File: src/rtl/register_file_unit.sv
// Register file unit: four general (R1-R4) and four scratch (S1-S4) registers
// sharing one load bus and one function select, with two combinational read ports.
module register_file_unit #(
  parameter int WIDTH = 16
) (
  input  logic             Clock,
  input  logic             Reset,
  input  logic [WIDTH-1:0] I,
  input  logic [2:0]       FunSel,
  input  logic [3:0]       RegSel,
  input  logic [3:0]       ScrSel,
  input  logic [2:0]       OutASel,
  input  logic [2:0]       OutBSel,
  output logic [WIDTH-1:0] OutA,
  output logic [WIDTH-1:0] OutB
);

  localparam int NREG = 8;

  typedef enum logic [2:0] {
    FN_DEC  = 3'b000,
    FN_INC  = 3'b001,
    FN_LOAD = 3'b010,
    FN_CLR  = 3'b011,
    FN_LOZ  = 3'b100,
    FN_LOW  = 3'b101,
    FN_HIW  = 3'b110,
    FN_SEXT = 3'b111
  } fun_t;

  logic [WIDTH-1:0] regs [NREG];
  logic [WIDTH-1:0] nxt  [NREG];
  logic [NREG-1:0]  en;
  logic [WIDTH-1:0] lo_ext;
  logic [WIDTH-1:0] sx_ext;
  fun_t             fun;

  // index 0..3 = R1..R4, 4..7 = S1..S4, matching the read select encoding
  assign en = {ScrSel[0], ScrSel[1], ScrSel[2], ScrSel[3],
               RegSel[0], RegSel[1], RegSel[2], RegSel[3]};

  assign fun    = fun_t'(FunSel);
  assign lo_ext = WIDTH'(I[7:0]);
  assign sx_ext = WIDTH'($signed(I[7:0]));

  function automatic logic [WIDTH-1:0] apply_fun(
    input fun_t             f,
    input logic [WIDTH-1:0] cur,
    input logic [WIDTH-1:0] din,
    input logic [WIDTH-1:0] lz,
    input logic [WIDTH-1:0] sx
  );
    logic [WIDTH-1:0] r;
    r = cur;
    unique case (f)
      FN_DEC:  r = cur - 1'b1;
      FN_INC:  r = cur + 1'b1;
      FN_LOAD: r = din;
      FN_CLR:  r = '0;
      FN_LOZ:  r = lz;
      FN_LOW:  r = {cur[WIDTH-1:8], lz[7:0]};
      FN_HIW:  r = {lz[WIDTH-9:0], cur[7:0]};
      FN_SEXT: r = sx;
      default: r = cur;
    endcase
    return r;
  endfunction

  // each register computes from its own value so parallel ops stay independent
  always_comb begin
    for (int k = 0; k < NREG; k++) begin
      nxt[k] = regs[k];
      if (en[k]) begin
        nxt[k] = apply_fun(fun, regs[k], I, lo_ext, sx_ext);
      end
    end
  end

  always_ff @(posedge Clock) begin
    if (!Reset) begin
      for (int k = 0; k < NREG; k++) begin
        regs[k] <= '0;
      end
    end else begin
      for (int k = 0; k < NREG; k++) begin
        if (en[k]) begin
          regs[k] <= nxt[k];
        end
      end
    end
  end

  assign OutA = regs[OutASel];
  assign OutB = regs[OutBSel];

endmodule
File: config.mk
export PLATFORM = sky130hd
export DESIGN_NAME = register_file_unit
export DESIGN_NICKNAME = d
export VERILOG_FILES = /design/src/rtl/register_file_unit.sv
export SDC_FILE = /design/constraint.sdc
export NUM_CORES = 1
export LEC_CHECK = 0
export CAP_MARGIN = 10
export CORE_MARGIN = 2
export CORE_UTILIZATION = 50
export DETAILED_ROUTE_END_ITERATION = 12
export GPL_ROUTABILITY_DRIVEN = 0
export GPL_TIMING_DRIVEN = 0
export PLACE_DENSITY = 0.68
export SLEW_MARGIN = 25
export SYNTH_ARGS = -nofsm -noshare
export SYNTH_HDL_FRONTEND = slang
export SYNTH_SLANG_ARGS = --single-unit
File: constraint.sdc
create_clock -name Clock -period 8.45 [get_ports Clock]
set_clock_uncertainty 0.05 [all_clocks]
set_input_delay 1.69 -clock Clock [delete_from_list [all_inputs] [get_ports Clock]]
set_output_delay 1.69 -clock Clock [all_outputs]
set_load 0.1 [all_outputs]
==> flow_metrics.py <==
metrics = {
    "run_status": {
        "status": "finished, final reports clean",
    },
    "yosys": {
        "yosysWarnings": 0,
        "synthFlopType": "edfxtp_1",
        "synth_nets": 1432,
        "syn_area_mm2": 0.0126,
        "async_flop_share_pct": 0,
        "synth_cell_types": 64,
        "netlist_instances": 1261,
        "synth.ff_latch_count": 128,
        "ys_seq_area_share_pct": 30.6,
        "synth_edf_count": 128,
        "syn_area_per_cell_um2": 9.97,
    },
    "power": {
        "power_frac_comb_pct": 42.4,
        "cellLeakagePower_nw": 5.54,
        "powerDensity_mw_per_mm2": 200,
        "switching_share_pct": 39.3,
        "power.internal_mw": 1.74,
        "seqPwrFrac_pct": 29.5,
        "switchingPower_mw": 1.13,
        "ir_worst_vdd_uv": 157,
        "clkPwrFrac_pct": 28.1,
    },
    "sta": {
        "whs_ns": 0.729,
        "finalHoldViolations": 0,
        "fmax_ghz": 0.145,
        "rsz0062_at_grt": "false",
        "fin_crit_sh_pct": 81.5,
        "tightest_slew_ns": 1.03,
        "maxSlewHeadroom_pct": 31.0,
        "final.min_clock_period_ns": 6.89,
        "slew_violations": 0,
        "setup-violations-final": 0,
        "finalWorstSetupSlack_ns": 1.56,
    },
    "critical_path": {
        "worstPathMaxFanout": 10,
        "reg2reg_slack_ns": 5.44,
        "worstReg2RegEnd": "regs[6][14]",
        "reg2reg_depth": 9,
        "worst_setup_path_start_kind": "input port",
        "endpoint": "OutB[9]",
        "cp.required_ns": 6.71,
        "critPathArrivalTime_ns": 5.15,
        "path_class": "in -> out",
        "startpoint": "OutBSel[1]",
        "end_kind": "output port",
        "reg2reg_from": "regs[6][2]",
    },
    "layout": {
        "drive_above_1_share_pct": 10.5,
        "regMostFlops": "regs",
        "utilization_pct": 57.2,
        "finish.instance_area_mm2": 0.0143,
        "finalNonFillerCells": 1685,
        "layout.cells.most_common": "a21oi_1",
        "largest_reg_flops": 128,
        "layout_common_cells": "a21oi_1, ha_1, edfxtp_1, nand2_1, nor2_1",
        "area_growth_pct": 13.5,
        "n_antenna_cell": 0,
        "fin_nets": 1513,
        "top_regs": "regs (128)",
    },
    "floorplanning": {
        "num_rows": 58,
        "fp.dieW_um": 163,
        "coreArea_mm2": 0.0250,
        "start_util_pct": 50.4,
        "pin_count": 67,
        "dieHeight_um": 163,
        "dieArea_mm2": 0.0264,
    },
    "clocking": {
        "cts-root-buf": "clkbuf_16",
        "cts_sinks": 128,
        "h-tree-depth": 4,
        "postCtsSetupRepairBufs": 0,
        "clk_latency_ns": 0.45,
        "cts_tree": "yes",
        "cts-buffers-inserted": 17,
        "clock_path_buffers": 2,
        "post_cts_resized": 0,
        "path_clk_slew_ns": 0.06,
        "cts_hold_buf": 0,
    },
    "place": {
        "dp_slack_ns": 1.33,
        "dp_hpwl_um": 31200,
        "portBuffers": 60,
        "place_inst": 1653,
        "place_area_mm2": 0.0137,
    },
    "global_routing": {
        "grtUsageTotal_pct": 31.3,
        "antenna_found_initial": 0,
        "grt_first_pass_wirelength_um": 61800,
        "grt_pass1_vias": 10600,
        "grt_max_degree": 58,
        "grt_remaining_overflow": 0,
    },
    "drt": {
        "via_per_inst": 6.60,
        "drtPass1Iterations": 6,
        "drc": 0,
        "vias": 11100,
        "wl_um": 40800,
        "post_drt_wl_per_cell_um": 24.2,
        "drt_iter0_drc": 1363,
        "ant_nets": 0,
    },
    "job": {
        "max-cap-violations": 0,
    },
    "min_path": {
        "hold_class": "reg -> reg",
    },
}
## through the flow
step	setup TNS, ns	power [mW]
after floorplan	0	1.75
after global placement	-215.87	2.01
after detailed placement	0	2.04
after CTS	0	2.83
after global routing	0	2.98
final	0	2.86
## layer usage
layer	vias to the layer above	track usage, %	share of wire, %	wire length (um)
li1	5045	-	-	-
met1	5322	43.8	42	17000
met2	644	48.0	45	18200
met3	107	6.04	10	4170
met4	0	12.5	3.6	1480
met5	-	0	0	0
## synthesized netlist by cell type (4+ instances only)
master      n  area share (%)
nand3_1    27             1.1
o22ai_1    35             1.7
a211o_1     4            0.28
and2_1      7            0.35
mux2_2     32             2.9
a21oi_1   150             6.0
fa_1        8             1.3
o31ai_1     7            0.42
nand2b_1   14            0.70
nor2_1     68             2.0
buf_1      15            0.45
xor2_1     45             3.1
nand2_1   116             3.5
clkbuf_1   35             1.0
a31oi_1    18            0.90
o21ai_0    46             1.8
o211ai_1    8            0.48
nor2b_1    18            0.90
a21o_1     38             2.3
a211oi_1    9            0.54
o21bai_1   16            0.96
mux2i_1     7            0.56
or3_1      14            0.70
xnor2_1    52             3.6
ha_1      128              13
mux4_2     64              11
inv_1      41             1.2
and3_1      4            0.20
o21a_1      9            0.54
o21ai_1    27             1.1
nor3_1     13            0.52
edfxtp_1  128              31
nand4_1    12            0.60
## worst min-delay path by stage
| stage | startpoint | endpoint | slack [ns] | depth (start not counted) |
|---|---|---|---|---|
| final | regs[1][0] | regs[1][0] | 0.73 | 3 |
| after global placement | regs[4][0] | regs[4][0] | 0.70 | 3 |
| after global routing | regs[1][0] | regs[1][0] | 0.77 | 3 |
| after detailed placement | regs[1][0] | regs[1][0] | 0.71 | 3 |
| after CTS | regs[1][0] | regs[1][0] | 0.72 | 3 |
| after floorplan | regs[1][0] | regs[1][0] | 0.65 | 3 |
## critical path: stages
cell,delay (ns)
clkbuf_1,0.32
clkbuf_1,0.65
buf_1,0.76
mux4_2,0.42
mux2_2,0.31
clkdlybuf4s50_1,0.98
## kinds of logic (layout without fill, tap and decap cells)
kind of cell    after synthesis  in the layout  share of synthesized area (%)
xor+xnor                     97             97                           6.76
buf+inv                      92            186                           2.76
compound gates              402            402                           19.9
flops                       128            128                           30.6
simple gates                303            303                           11.1
fa+ha+maj                   136            136                           14.0
mux                         103            103                           14.9
## power by group through the flow
stage               clock (mW)  combinational (mW)  sequential, mW
floorplan                    0               0.924           0.821
global placement             0                1.16           0.851
detailed placement           0                1.18           0.856
CTS                      0.798                1.19           0.843
global route             0.824                1.30           0.849
finish                   0.803                1.21           0.844
## area by class of cell
type / instances / area, um2
Buffer: 51 / 195
Tap cell: 330 / 413
Sequential cell: 128 / 3840
Inverter: 41 / 154
Clock buffer: 17 / 425
Multi-Input combinational cell: 1041 / 8390
Fill cell: 2211 / 10700
Timing Repair Buffer: 62 / 656
Clock inverter: 15 / 194
No activity file was read; power rests on OpenSTA's default activity.
